### config.mk
export PLATFORM = sky130hd
export DESIGN_NAME = ama_riscv_dmem_arbiter
export DESIGN_NICKNAME = d
export VERILOG_FILES = /design/src/rtl/ama_riscv_dmem_arbiter_pkg.sv /design/src/rtl/ama_riscv_dmem_arbiter.sv
export SDC_FILE = /design/constraint.sdc
export NUM_CORES = 1
export LEC_CHECK = 0
export CAP_MARGIN = 30
export CORE_AREA = 2 2 109 58
export CTS_BUF_LIST = sky130_fd_sc_hd__clkbuf_16
export DETAILED_ROUTE_END_ITERATION = 12
export DIE_AREA = 0 0 111 60
export PLACE_DENSITY = 0.88
export SLEW_MARGIN = 20
export SYNTH_ARGS = -nofsm -noshare
export SYNTH_HDL_FRONTEND = slang
export SYNTH_SLANG_ARGS = --single-unit
export TNS_END_PERCENT = 5
### constraint.sdc
create_clock -name clk -period 4.15 [get_ports clk]
set_input_delay 0.415 -clock clk [delete_from_list [all_inputs] [get_ports clk]]
set_output_delay 0.415 -clock clk [all_outputs]
set_load 0.005 [all_outputs]
### src/rtl/ama_riscv_dmem_arbiter_pkg.sv
// Shared types and constants for the data-memory arbiter.
package ama_riscv_dmem_arbiter_pkg;

    // Arbiter states: IDLE (no refusal pending), WAIT (secondary refused
    // at least once), FORCE (one-cycle forced secondary grant).
    typedef enum logic [1:0] {
        ARB_IDLE  = 2'd0,
        ARB_WAIT  = 2'd1,
        ARB_FORCE = 2'd2
    } arb_state_t;

    // Width of the refusal counter. It never wraps because it stops at
    // MAX_WAIT, which is limited to 1..255.
    localparam int WAIT_CNT_W = 8;

    // Bytes written by a secondary access; zero means a read.
    function automatic logic is_read(input logic [3:0] we);
        return (we == 4'b0000);
    endfunction

endpackage

### src/rtl/ama_riscv_dmem_arbiter.sv
// Data-memory arbiter: the core MEM stage has fixed priority over a
// secondary (debug/loader) port. The secondary is served in idle memory
// cycles. After MAX_WAIT refusals the core is stalled for one cycle so the
// secondary can get through.
module ama_riscv_dmem_arbiter
    import ama_riscv_dmem_arbiter_pkg::*;
#(
    parameter int ADDR_W   = 14,
    parameter int MAX_WAIT = 8
) (
    input  logic              clk,
    input  logic              rst,
    // core MEM-stage access
    input  logic              core_en,
    input  logic [3:0]        core_we,
    input  logic [ADDR_W-1:0] core_addr,
    input  logic [31:0]       core_wdata,
    output logic              stall_core,
    // secondary requester
    input  logic              sec_req,
    input  logic [3:0]        sec_we,
    input  logic [ADDR_W-1:0] sec_addr,
    input  logic [31:0]       sec_wdata,
    output logic              sec_gnt,
    output logic              sec_rvalid,
    output logic [31:0]       sec_rdata,
    // data memory macro
    output logic              mem_en,
    output logic [3:0]        mem_we,
    output logic [ADDR_W-1:0] mem_addr,
    output logic [31:0]       mem_wdata,
    input  logic [31:0]       mem_rdata
);

    localparam logic [WAIT_CNT_W-1:0] MAX_WAIT_C = WAIT_CNT_W'(MAX_WAIT);

    arb_state_t            state;
    arb_state_t            state_nxt;
    logic [WAIT_CNT_W-1:0] wait_cnt;
    logic [WAIT_CNT_W-1:0] wait_cnt_nxt;
    logic [WAIT_CNT_W-1:0] wait_cnt_inc;

    // Next-state, refusal counting, and grant/stall decision.
    always_comb begin
        // NOTE: every output of this block gets a default first so that no
        // path through the case leaves it unassigned and infers a latch.
        state_nxt    = state;
        wait_cnt_nxt = wait_cnt;
        wait_cnt_inc = wait_cnt + WAIT_CNT_W'(1);
        stall_core   = 1'b0;
        sec_gnt      = 1'b0;

        case (state)
            ARB_IDLE, ARB_WAIT: begin
                sec_gnt = sec_req & ~core_en;
                if (sec_req && core_en) begin
                    // Refused: count it and force a grant once the limit is hit.
                    wait_cnt_nxt = wait_cnt_inc;
                    state_nxt    = (wait_cnt_inc == MAX_WAIT_C) ? ARB_FORCE : ARB_WAIT;
                end else begin
                    // Granted, or the request went away: start over.
                    wait_cnt_nxt = '0;
                    state_nxt    = ARB_IDLE;
                end
            end
            ARB_FORCE: begin
                // Core holds its access and re-presents it next cycle.
                stall_core   = 1'b1;
                sec_gnt      = 1'b1;
                wait_cnt_nxt = '0;
                state_nxt    = ARB_IDLE;
            end
            default: begin
                wait_cnt_nxt = '0;
                state_nxt    = ARB_IDLE;
            end
        endcase

        // Nothing is granted and nothing is stalled while in reset.
        if (rst) begin
            stall_core = 1'b0;
            sec_gnt    = 1'b0;
        end
    end

    // Memory port mux: the secondary drives memory only when granted.
    // Otherwise core fields stay on the bus even when idle, so the address
    // and data lines do not toggle.
    always_comb begin
        if (sec_gnt) begin
            mem_en    = 1'b1;
            mem_we    = sec_we;
            mem_addr  = sec_addr;
            mem_wdata = sec_wdata;
        end else begin
            mem_en    = core_en;
            mem_we    = core_en ? core_we : 4'b0000;
            mem_addr  = core_addr;
            mem_wdata = core_wdata;
        end
    end

    // Read data returns one cycle after issue with no extra buffering.
    assign sec_rdata = mem_rdata;

    // State, refusal counter, and secondary read-valid registers.
    always_ff @(posedge clk) begin
        // NOTE: sequential state uses non-blocking assignments so every
        // register samples values from before the clock edge.
        if (rst) begin
            state      <= ARB_IDLE;
            wait_cnt   <= '0;
            sec_rvalid <= 1'b0;
        end else begin
            state      <= state_nxt;
            wait_cnt   <= wait_cnt_nxt;
            sec_rvalid <= sec_gnt & is_read(sec_we);
        end
    end

endmodule

==> impl_metrics.toml <==
[synth]
synth_nets = 277
seq_area_frac_synth_pct = 16.64
avgSynthCellArea_um2 = 9.456
synth_compound_area_share_pct = 6.900
synth-simple-area-share_pct = 10.49
yosysWarnings = 0
synth_seq_cells = 11
synth_fa_ha_area_share_pct = 0.9452
synth_top_family_by_area = "multiplexers"
ys_types = 27
synthCells = 140
muxShareOfSynthArea_pct = 39.13
synth_area_um2 = 1324
synthXorXnorAreaFrac_pct = 2.647

[setup_path]
arrival_ns = 2.70
crit_type = "primary input to output pin"
crit_family = "buffers and inverters"
crit_path_max_incr_delay_ns = 0.46
crit_fanout = 30
critPathLaunchType = "primary input"
r2r_setup_slack_ns = 2.67
critPathCaptureType = "output pin"
worstPathRequired_ns = 3.73
rr_startpoint = "state[1]$_SDFF_PP0_"
cp_slowest_cell = "clkdlybuf4s50_1"
cp-startpoint = "core_en"
path_cells = "clkdlybuf4s50_1, or3b_1, a21oi_4, buf_4, mux2_2, clkdlybuf4s50_1"
critPathBufInv = 3
worst_path_most_repeated_cell = "clkdlybuf4s50_1"

[floorplanning]
start_util_pct = 22.90
rows = 20
dieArea_um2 = 6660
die_h_um = 60
io_pins = 222
die_x_um = 111
core_area_um2 = 5781

[final_layout]
fin_nets = 403
area_growth_pct = 110.4
fin_util_pct = 48.18
multiInputGateArea_um2 = 795.8
seqCellArea_um2 = 220.2
n_antenna_cell = 0
fillers = 552
drive_gt1_share_pct = 18.87

[job]
max-cap-violations = 0

[cts]
cts.clk_slew.worst_paths_ns = 0.04
clockBufferDepth = 2
cts_made_buffers = 3
cts_root_buf = "clkbuf_16"
post_cts_buffers = 0
cts_resized = 0
postCtsHoldBufs = 0
clk_latency_ns = 0.24
cts_tree = "yes"
cts_sinks = 11
cts_max_level = 1

[grt]
grt_pass1_wl_mm = 8.480
grt_antenna_before_repair = 0
grt_overflow = 0
first_global_vias = 1481
grt_usage_pct = 16.51
grt_start_max_net_pins = 31

[routing]
routed_wl_mm = 5.640
viasPerCell = 4.371
wl_per_cell_um = 16.49
antenna_left = 0
first_pass_iters = 4
drtIter0Drc = 38
drc_errors = 0
vias = 1495

[timing]
drv_slew = 0
final.setup.tns_ns = 0
rsz0062_at_grt = "false"
finalCriticalPeriod_ns = 3.116
worst_slew_pin_slew_ns = 0.4376
timing.final.crit_share_pct = 75.08
hold_viol = 0
clock.fmax_mhz = 320.9
skew_ns = 0.002191
setup_viol = 0
relSlewSlack_pct = 70.66

[placement]
dp_hpwl_mm = 4.811
globalplace.congestion = 0.8820
port_buffers = 157

[pwr]
finalPower_w = 0.0005067
ir_drop_uv = 222.8
power_leakage_nw = 1.013
p_per_area_nw_per_um2 = 181.9

[run_status]
status = "finished, final reports clean"

[hold_path]
hp-start = "wait_cnt[0]$_SDFF_PP0_"
hp-class = "flop to flop"
-- registers in the layout, indices dropped and copies added, names as in the netlist --
signal / flops
sec_rvalid: 1
state: 2
wait_cnt: 8
-- routing by layer --
metal	track usage, %	routed length (um)
met1	20.18	2409
met3	7.201	518
met2	27.87	2673
met5	0	0
met4	2.857	39
-- worst reg2reg max path: stages (launching register included) --
cell     delay [ns]
dfxtp_1        0.31
or3b_1         0.40
a21oi_4        0.17
buf_4          0.36
and2_1         0.19
-- logic make-up after synthesis --
kind of cell | Yosys count
xor gates and xnor gates | 4
adders and majority gates | 1
AOI/OAI and AO/OA | 12
muxes | 46
DFF | 11
and+or+nand+nor | 26
buffers and inverters | 40
-- cell usage in the layout (no fill, tap or decap), types with 2 or more instances in the layout --
cell,instances
a22o_1,4
or3_1,2
o21ai_0,3
buf_4,2
nor2_1,6
nor3_1,4
xor2_1,3
clkbuf_16,3
a21oi_1,3
nor2b_1,2
nand3_1,3
mux2_2,42
clkdlybuf4s50_1,157
inv_1,3
nand2_1,3
dfxtp_1,11
mux2_1,4
-- path summary, 6_finish.rpt --
| kind | end | cells past startpoint |
|---|---|---|
| worst max-delay path | mem_wdata[21] | 6 |
| worst min-delay path | wait_cnt[0]$_SDFF_PP0_ | 1 |
| worst max register to register | sec_rvalid$_SDFF_PP0_ | 4 |
| worst min register to register | wait_cnt[0]$_SDFF_PP0_ | 1 |
-- area by class of cell --
type                    count  share of cell area, %
well taps                  77                  3.459
inverters                   2                 0.2695
multi-input cells          89                  28.57
flip-flops and latches     11                  7.907
repair buffers            159                  56.96
clock buffers               3                  2.695
clock inverters             1                 0.1348
-- where the power goes --
part / total, W / switching [W] / internal [W]
registers: 0.000108 / 0.000000741 / 0.000107
logic: 0.000227 / 0.0000530 / 0.000174
clock network: 0.000172 / 0.0000460 / 0.000126
total: 0.000507 / 0.0000997 / 0.000407
-- stage by stage --
stage               instances  hold WS, ns  area (um^2)  worst slack (ns)
finish                    342       0.4898         2785             1.034
global placement          338       0.4645         2706             1.074
CTS                       342       0.4931         2785             1.021
floorplan                 140       0.4409         1324             2.093
global route              342       0.5309         2785            0.9185
detailed placement        338       0.4823         2706             1.027
-- synth_stat cells --
cell / n / area share (%)
mux2_2: 42 / 36
buf_4: 32 / 18
dfxtp_1: 11 / 17
nor2_1: 6 / 1.7
buf_6: 5 / 4.3
a22o_1: 4 / 2.6
mux2_1: 4 / 3.4
nor3_1: 4 / 1.5
a21oi_1: 3 / 1.1
nand2_1: 3 / 0.85
nand3_1: 3 / 1.1
o21ai_0: 3 / 1.1
xor2_1: 3 / 2.0
inv_1: 2 / 0.57
nor2b_1: 2 / 0.95
or3_1: 2 / 0.95
a21oi_4: 1 / 1.2
and2_1: 1 / 0.47
clkbuf_1: 1 / 0.28
ha_1: 1 / 0.95
nand2b_1: 1 / 0.47
nand4bb_1: 1 / 0.85
nor4_1: 1 / 0.47
o21ba_2: 1 / 0.76
or2_2: 1 / 0.47
or3b_1: 1 / 0.66
xnor2_1: 1 / 0.66
No activity file was read; power rests on OpenSTA's default activity.
